## src/rtl/gpr_ctx_ctrl_if.sv

```systemverilog
// -----------------------------------------------------------------------------
// gpr_ctx_ctrl_if
// Bundles the GPR access ports and the two context streams used by the
// context save/restore engine.
//   GPR read port  : gpr_rd_addr (engine->GPR), gpr_rd_data (GPR->engine, comb)
//   GPR write port : gpr_we_ (active-low), gpr_wr_addr, gpr_wr_data
//   Save stream    : tx_valid / tx_data (engine->sink), tx_ready (sink->engine)
//   Restore stream : rx_valid / rx_data (source->engine), rx_ready (engine->src)
// Modports: master = context engine side, slave = GPR / stream partner side.
// -----------------------------------------------------------------------------
interface gpr_ctx_ctrl_if #(
   parameter int ADDR_W = 5,
   parameter int DATA_W = 32
);
   logic [ADDR_W-1:0] gpr_rd_addr;
   logic [DATA_W-1:0] gpr_rd_data;
   logic              gpr_we_;
   logic [ADDR_W-1:0] gpr_wr_addr;
   logic [DATA_W-1:0] gpr_wr_data;
   logic              tx_valid;
   logic [DATA_W-1:0] tx_data;
   logic              tx_ready;
   logic              rx_valid;
   logic [DATA_W-1:0] rx_data;
   logic              rx_ready;

   modport master (
      output gpr_rd_addr,
      input  gpr_rd_data,
      output gpr_we_,
      output gpr_wr_addr,
      output gpr_wr_data,
      output tx_valid,
      output tx_data,
      input  tx_ready,
      input  rx_valid,
      input  rx_data,
      output rx_ready
   );

   modport slave (
      input  gpr_rd_addr,
      output gpr_rd_data,
      input  gpr_we_,
      input  gpr_wr_addr,
      input  gpr_wr_data,
      input  tx_valid,
      input  tx_data,
      output tx_ready,
      output rx_valid,
      output rx_data,
      input  rx_ready
   );
endinterface

```

## src/rtl/gpr_ctx_ctrl.sv

```systemverilog
// -----------------------------------------------------------------------------
// gpr_ctx_ctrl
// Context save/restore engine for the general purpose register file.
// Save   : reads all REG_NUM registers through the GPR read port and streams
//          them out on tx_valid/tx_data, one word per cycle when tx_ready.
// Restore: accepts REG_NUM words on rx_valid/rx_data and writes each one back
//          through the GPR write port in the cycle after acceptance.
// pipe_stall (= busy) is held while the engine owns the register file.
//
// Ports:
//   clk_i            clock, rising edge
//   reset_i          synchronous active-high reset
//   start_save_i     one-cycle save request (IDLE only, wins over restore)
//   start_restore_i  one-cycle restore request (IDLE only)
//   busy_o           high in every state except IDLE
//   pipe_stall_o     copy of busy_o
//   done_o           one-cycle pulse at the end of an operation
//   csum_err_o       checksum mismatch of the last restore
//   bus              gpr_ctx_ctrl_if.master (GPR ports and both streams)
//
// Optional feature macro: GPR_CTX_CSUM_EN
//   Defined   : an XOR checksum word is appended to every save and checked
//               (not written) on every restore; csum_err_o reports mismatch.
//   Undefined : exactly REG_NUM words per transfer, csum_err_o stays 0.
// -----------------------------------------------------------------------------
module gpr_ctx_ctrl #(
   parameter int REG_NUM = 32,
   parameter int ADDR_W  = 5,
   parameter int DATA_W  = 32
) (
   input  logic           clk_i,
   input  logic           reset_i,
   input  logic           start_save_i,
   input  logic           start_restore_i,
   output logic           busy_o,
   output logic           pipe_stall_o,
   output logic           done_o,
   output logic           csum_err_o,
   gpr_ctx_ctrl_if.master bus
);

   // One extra counter bit so idx can reach REG_NUM (the checksum slot).
   localparam int CNT_W = ADDR_W + 1;
   localparam logic [CNT_W-1:0] CSUM_IDX = CNT_W'(REG_NUM);
`ifdef GPR_CTX_CSUM_EN
   localparam logic [CNT_W-1:0] NWORDS   = CNT_W'(REG_NUM + 1);
`else
   localparam logic [CNT_W-1:0] NWORDS   = CNT_W'(REG_NUM);
`endif
   localparam logic [CNT_W-1:0] LAST_IDX = NWORDS - CNT_W'(1);

   typedef enum logic [1:0] {
      ST_IDLE    = 2'd0,
      ST_SAVE    = 2'd1,
      ST_RESTORE = 2'd2,
      ST_DONE    = 2'd3
   } state_t;

   // Running XOR checksum over the transferred register words.
   function automatic logic [DATA_W-1:0] csum_fold(input logic [DATA_W-1:0] acc,
                                                   input logic [DATA_W-1:0] word);
      return acc ^ word;
   endfunction

   state_t            state_q,    state_d;
   logic [CNT_W-1:0]  idx_q,      idx_d;
   logic              tx_valid_q, tx_valid_d;
   logic [DATA_W-1:0] tx_data_q,  tx_data_d;
   logic              we_n_q,     we_n_d;
   logic [ADDR_W-1:0] wr_addr_q,  wr_addr_d;
   logic [DATA_W-1:0] wr_data_q,  wr_data_d;
   logic [DATA_W-1:0] csum_q,     csum_d;
   logic              csum_err_q, csum_err_d;
   logic              busy_q,     busy_d;
   logic              done_q,     done_d;
   logic              rx_ready_q, rx_ready_d;
   logic              rx_take_s;

   // A restore word is accepted only while the registered ready is high.
   assign rx_take_s = bus.rx_valid && rx_ready_q;

   // Next-state and datapath decisions for the save/restore sequencer.
   always_comb begin
      state_d    = state_q;
      idx_d      = idx_q;
      tx_valid_d = tx_valid_q;
      tx_data_d  = tx_data_q;
      we_n_d     = 1'b1;
      wr_addr_d  = wr_addr_q;
      wr_data_d  = wr_data_q;
      csum_d     = csum_q;
      csum_err_d = csum_err_q;

      case (state_q)
         ST_IDLE: begin
            if (start_save_i) begin
               state_d    = ST_SAVE;
               idx_d      = {CNT_W{1'b0}};
               csum_d     = {DATA_W{1'b0}};
               csum_err_d = 1'b0;
            end else if (start_restore_i) begin
               state_d    = ST_RESTORE;
               idx_d      = {CNT_W{1'b0}};
               csum_d     = {DATA_W{1'b0}};
               csum_err_d = 1'b0;
            end else begin
               state_d    = ST_IDLE;
            end
         end

         ST_SAVE: begin
            // Output slot free (empty or being consumed) and words remain:
            // load the next word; the checksum slot takes the folded value.
            if ((!tx_valid_q || bus.tx_ready) && (idx_q < NWORDS)) begin
               tx_valid_d = 1'b1;
               tx_data_d  = (idx_q == CSUM_IDX) ? csum_q : bus.gpr_rd_data;
               csum_d     = csum_fold(csum_q, bus.gpr_rd_data);
               idx_d      = idx_q + CNT_W'(1);
            end else if (tx_valid_q && bus.tx_ready) begin
               // Final word consumed.
               tx_valid_d = 1'b0;
               state_d    = ST_DONE;
            end else begin
               tx_valid_d = tx_valid_q;
            end
         end

         ST_RESTORE: begin
            if (rx_take_s) begin
               if (idx_q < CSUM_IDX) begin
                  we_n_d    = 1'b0;
                  wr_addr_d = idx_q[ADDR_W-1:0];
                  wr_data_d = bus.rx_data;
                  csum_d    = csum_fold(csum_q, bus.rx_data);
               end else begin
                  // Checksum slot: compared only, never written to the GPR.
`ifdef GPR_CTX_CSUM_EN
                  csum_err_d = (bus.rx_data != csum_q);
`else
                  csum_err_d = 1'b0;
`endif
               end
               idx_d = idx_q + CNT_W'(1);
               if (idx_q == LAST_IDX) begin
                  state_d = ST_DONE;
               end else begin
                  state_d = ST_RESTORE;
               end
            end else begin
               state_d = ST_RESTORE;
            end
         end

         ST_DONE: begin
            state_d    = ST_IDLE;
            tx_valid_d = 1'b0;
         end

         default: begin
            state_d    = ST_IDLE;
            tx_valid_d = 1'b0;
         end
      endcase

      // Status outputs are registered from the next state so they align
      // with the state they describe.
      busy_d     = (state_d != ST_IDLE);
      done_d     = (state_d == ST_DONE);
      rx_ready_d = (state_d == ST_RESTORE);
   end

   // State and datapath registers; reset returns every output to idle values.
   always_ff @(posedge clk_i) begin
      if (reset_i) begin
         state_q    <= ST_IDLE;
         idx_q      <= {CNT_W{1'b0}};
         tx_valid_q <= 1'b0;
         tx_data_q  <= {DATA_W{1'b0}};
         we_n_q     <= 1'b1;
         wr_addr_q  <= {ADDR_W{1'b0}};
         wr_data_q  <= {DATA_W{1'b0}};
         csum_q     <= {DATA_W{1'b0}};
         csum_err_q <= 1'b0;
         busy_q     <= 1'b0;
         done_q     <= 1'b0;
         rx_ready_q <= 1'b0;
      end else begin
         state_q    <= state_d;
         idx_q      <= idx_d;
         tx_valid_q <= tx_valid_d;
         tx_data_q  <= tx_data_d;
         we_n_q     <= we_n_d;
         wr_addr_q  <= wr_addr_d;
         wr_data_q  <= wr_data_d;
         csum_q     <= csum_d;
         csum_err_q <= csum_err_d;
         busy_q     <= busy_d;
         done_q     <= done_d;
         rx_ready_q <= rx_ready_d;
      end
   end

   assign busy_o          = busy_q;
   assign pipe_stall_o    = busy_q;
   assign done_o          = done_q;
   assign csum_err_o      = csum_err_q;
   assign bus.gpr_rd_addr = idx_q[ADDR_W-1:0];
   assign bus.gpr_we_     = we_n_q;
   assign bus.gpr_wr_addr = wr_addr_q;
   assign bus.gpr_wr_data = wr_data_q;
   assign bus.tx_valid    = tx_valid_q;
   assign bus.tx_data     = tx_data_q;
   assign bus.rx_ready    = rx_ready_q;

endmodule

```

## src/flat_wrapper.sv

```systemverilog
// flat-port wrapper written by rule: the top's interface ports become plain ports
module gpr_ctx_ctrl_flat 
#(
   parameter int REG_NUM = 32,
   parameter int ADDR_W  = 5,
   parameter int DATA_W  = 32
)
  (clk_i, reset_i, start_save_i, start_restore_i, busy_o, pipe_stall_o, done_o, csum_err_o, bus_gpr_rd_addr, bus_gpr_rd_data, bus_gpr_we_, bus_gpr_wr_addr, bus_gpr_wr_data, bus_tx_valid, bus_tx_data, bus_tx_ready, bus_rx_valid, bus_rx_data, bus_rx_ready);
  gpr_ctx_ctrl_if #(.ADDR_W(ADDR_W), .DATA_W(DATA_W)) bus_i ();
  input  logic clk_i;
  input  logic reset_i;
  input  logic start_save_i;
  input  logic start_restore_i;
  output logic busy_o;
  output logic pipe_stall_o;
  output logic done_o;
  output logic csum_err_o;
  output wire logic [$bits(bus_i.gpr_rd_addr)-1:0] bus_gpr_rd_addr;
  input wire logic [$bits(bus_i.gpr_rd_data)-1:0] bus_gpr_rd_data;
  output wire logic [$bits(bus_i.gpr_we_)-1:0] bus_gpr_we_;
  output wire logic [$bits(bus_i.gpr_wr_addr)-1:0] bus_gpr_wr_addr;
  output wire logic [$bits(bus_i.gpr_wr_data)-1:0] bus_gpr_wr_data;
  output wire logic [$bits(bus_i.tx_valid)-1:0] bus_tx_valid;
  output wire logic [$bits(bus_i.tx_data)-1:0] bus_tx_data;
  input wire logic [$bits(bus_i.tx_ready)-1:0] bus_tx_ready;
  input wire logic [$bits(bus_i.rx_valid)-1:0] bus_rx_valid;
  input wire logic [$bits(bus_i.rx_data)-1:0] bus_rx_data;
  output wire logic [$bits(bus_i.rx_ready)-1:0] bus_rx_ready;
  assign bus_gpr_rd_addr = bus_i.gpr_rd_addr;
  assign bus_i.gpr_rd_data = bus_gpr_rd_data;
  assign bus_gpr_we_ = bus_i.gpr_we_;
  assign bus_gpr_wr_addr = bus_i.gpr_wr_addr;
  assign bus_gpr_wr_data = bus_i.gpr_wr_data;
  assign bus_tx_valid = bus_i.tx_valid;
  assign bus_tx_data = bus_i.tx_data;
  assign bus_i.tx_ready = bus_tx_ready;
  assign bus_i.rx_valid = bus_rx_valid;
  assign bus_i.rx_data = bus_rx_data;
  assign bus_rx_ready = bus_i.rx_ready;
  gpr_ctx_ctrl #(.REG_NUM(REG_NUM), .ADDR_W(ADDR_W), .DATA_W(DATA_W)) u_core (.clk_i(clk_i), .reset_i(reset_i), .start_save_i(start_save_i), .start_restore_i(start_restore_i), .busy_o(busy_o), .pipe_stall_o(pipe_stall_o), .done_o(done_o), .csum_err_o(csum_err_o), .bus(bus_i));
endmodule
```

## config.mk

```make
export PLATFORM = sky130hd
export DESIGN_NAME = gpr_ctx_ctrl_flat
export DESIGN_NICKNAME = d
export VERILOG_FILES = /design/src/rtl/gpr_ctx_ctrl_if.sv /design/src/rtl/gpr_ctx_ctrl.sv /design/src/flat_wrapper.sv
export SDC_FILE = /design/constraint.sdc
export NUM_CORES = 1
export LEC_CHECK = 0
export BUFFER_PORTS_ARGS = -buffer_cell sky130_fd_sc_hd__buf_2
export CORE_ASPECT_RATIO = 0.7
export CORE_MARGIN = 1.5
export CORE_UTILIZATION = 48
export DETAILED_ROUTE_END_ITERATION = 6
export PLACE_DENSITY_LB_ADDON = 0.3
export SLEW_MARGIN = 20
export SYNTH_ARGS = -nofsm -noshare
export SYNTH_HDL_FRONTEND = slang
export SYNTH_SLANG_ARGS = --single-unit
```

## constraint.sdc

```tcl
create_clock -name clk_i -period 4.5 [get_ports clk_i]
set_input_delay 0 -clock clk_i [delete_from_list [all_inputs] [get_ports clk_i]]
set_output_delay 0 -clock clk_i [all_outputs]
set_load 0.005 [all_outputs]
```

==> impl_metrics.ini <==
[power_and_ir_drop]
ir_drop_v = 0.0001863
p_leak_nw = 2.109
power_mw = 1.555
powerDensity_nw_per_um2 = 330.9

[floorplan]
ioPinCount = 151
core_area_um2 = 6276
num_rows = 24
die_width_um = 99.72
die_height_um = 70.70
start_util_pct = 50.08
die_area_um2 = 7050

[synth]
synth_nets = 476
ys_async_sr_fraction_pct = 0
ys_ff_latch = 82
synthDistinctLibCells = 32
synth_warnings = 0
ys_seq_area_share_pct = 52.23
synth_area_um2 = 3143
syn_inst = 400
synth_edf_count = 0
synthFlopType = dfxtp_1
syn_avg_cell_area_um2 = 7.858

[timing]
relSlewSlack_pct = 51.57
period_share_pct = 45.79
hold_violations = 0
finalSetupViolations = 0
setup_ws_ps = 2440
fin_crit_ps = 2060
fmax_mhz = 485.4
rsz0062_at_grt = no
slew_viol_final = 0
fin_worst_skew_ps = 10.44
tightest_slew_ps = 726.5
setup_tns_ps = 0

[finish]
syn2layout_area_growth_pct = 49.52
fin_nets = 666
final_area_um2 = 4700
fillers = 443
fin_cells = 673
ff_latch_area_um2 = 1642
drive_gt1_share_pct = 28.91
diodes = 0
multi_input_area_um2 = 1300

[global_routing]
grt_use_total_pct = 27.29
grt_pass1_wl_um = 15330
antenna_found_initial = 0
grt_max_degree = 49
grt_overflow_total = 0
grt_pass1_vias = 3368

[placement]
dp_hpwl_um = 5463
placement.cell_area_um2 = 3834
port_buffers = 149
gp_congestion = 0.8811
dp_slack_ps = 2283
dp_cells = 593

[clocking]
ctsLongestPathBuffers = 2
cts_setup_buffers = 0
clock_latency_ps = 350
cts_resized = 0
cts_tree = done
postCtsHoldBufs = 64
path_clk_slew_ps = 90
cts.sinks = 82
cts_buffers = 9
cts_root_buf = clkbuf_8
htree_levels = 3

[critical_path]
cp_max_fo = 6
end_kind = flop
crit_type = flop to flop
required_ps = 4740
worstSetupStartpointType = flop
worstPathArrival_ps = 2300

[min_path]
hold_path_class = input pin to flop

[detailed_routing]
viasPerCell = 5.062
drt_first_iter_violations = 166
via_count = 3407
drcViolationCount = 0
firstDrtPassIters = 5
wl_per_cell_um = 14.14
ant_nets = 0
drt-total-wl_um = 9516

[outcome]
outcome = complete, no violations

[job]
maxCapViolCount = 0
through the flow:
step	utilization, %	hold WS [ps]
global placement	61.08	239.5
CTS	74.76	11.08
global route	74.88	66.45
floorplan	-	134.3
detailed placement	61.08	246.8
finish	74.88	19.54
final cells by class:
type                            instances  area share, %
Inverter                                9         0.7188
Timing Repair Buffer                  216          29.98
Tap cell                               78          2.077
Multi-Input combinational cell        272          27.66
Clock buffer                           10          2.716
Clock inverter                          6          1.917
Sequential cell                        82          34.93
layout by cell type, fill, tap and decap left out, types with 2 or more instances in the layout:
cell           count
nand3_1            5
a31oi_1            2
nor2_1             5
a32o_1             3
buf_4              3
nor3_1             3
dlygate4sd3_1     64
clkbuf_8           9
o21ai_0            5
nand2_1          147
a21oi_1           72
bufinv_16          2
nand4_1            2
dfxtp_1           82
or2_2              2
inv_1              9
ha_1               6
nand2b_1           4
buf_2            149
power by group:
group	leakage, nW	total, mW	internal [mW]	switching (mW)
Sequential	0.665	0.766	0.750	0.0157
Combinational	1.34	0.203	0.104	0.0993
Clock	0.107	0.586	0.315	0.271
Total	2.11	1.55	1.17	0.386
flip-flops by register name (all words and copies together), names as in the netlist, 2 cells and up:
signal                  flops
u_core.state_q              2
u_core.bus.gpr_wr_addr      5
u_core.idx_q                6
u_core.bus.tx_data         32
u_core.bus.gpr_wr_data     32
final timing paths:
| kind | startpoint | to | slack (ps) | cells past startpoint |
|---|---|---|---|---|
| min reg2reg | u_core.bus.tx_data[13] | u_core.bus.tx_data[13] | 450 | 2 |
| max reg2reg | u_core.state_q[0] | u_core.idx_q[2] | 2440 | 5 |
| max | u_core.state_q[0] | u_core.idx_q[2] | 2440 | 5 |
| min | start_save_i | u_core.bus.rx_ready | 20 | 4 |
kinds of logic (layout without fill, tap and decap cells):
kind of cell / count (synthesis) / in the layout / synth area share, %
compound gates: 88 / 88 / 15.29
fa+ha+maj: 6 / 6 / 2.388
buf+inv: 46 / 241 / 6.887
flops: 82 / 82 / 52.23
mux: 1 / 1 / 0.3185
other cells: 1 / 1 / 0.1193
simple gates: 176 / 176 / 22.77
Yosys cell counts (3+ instances only):
library cell	n	share of area, %
o21ai_0	5	0.80
ha_1	6	2.4
inv_1	9	1.1
nand2b_1	5	1.0
a21oi_1	72	11
nand3_1	5	0.80
nor2_1	6	0.72
clkbuf_1	20	2.4
a32o_1	3	0.96
nor3_1	3	0.48
nand2_1	147	18
buf_4	7	1.7
dfxtp_1	82	52
buf_1	6	0.72
worst max-delay path, cell delays in order, from the launching register on:
cell and delay, ps:
dfxtp_1 430, inv_1 110, ha_1 270, a221oi_1 660, o211ai_1 190, a32o_1 290
per-layer routing:
layer | track usage, % | vias up | share of wire [%]
met4 | 9.546 | 0 | 2.0
met2 | 47.77 | 164 | 49
li1 | - | 1667 | -
met3 | 7.708 | 21 | 8.0
met5 | 0 | - | 0
met1 | 32.27 | 1555 | 41
No activity file was read; power rests on OpenSTA's default activity.
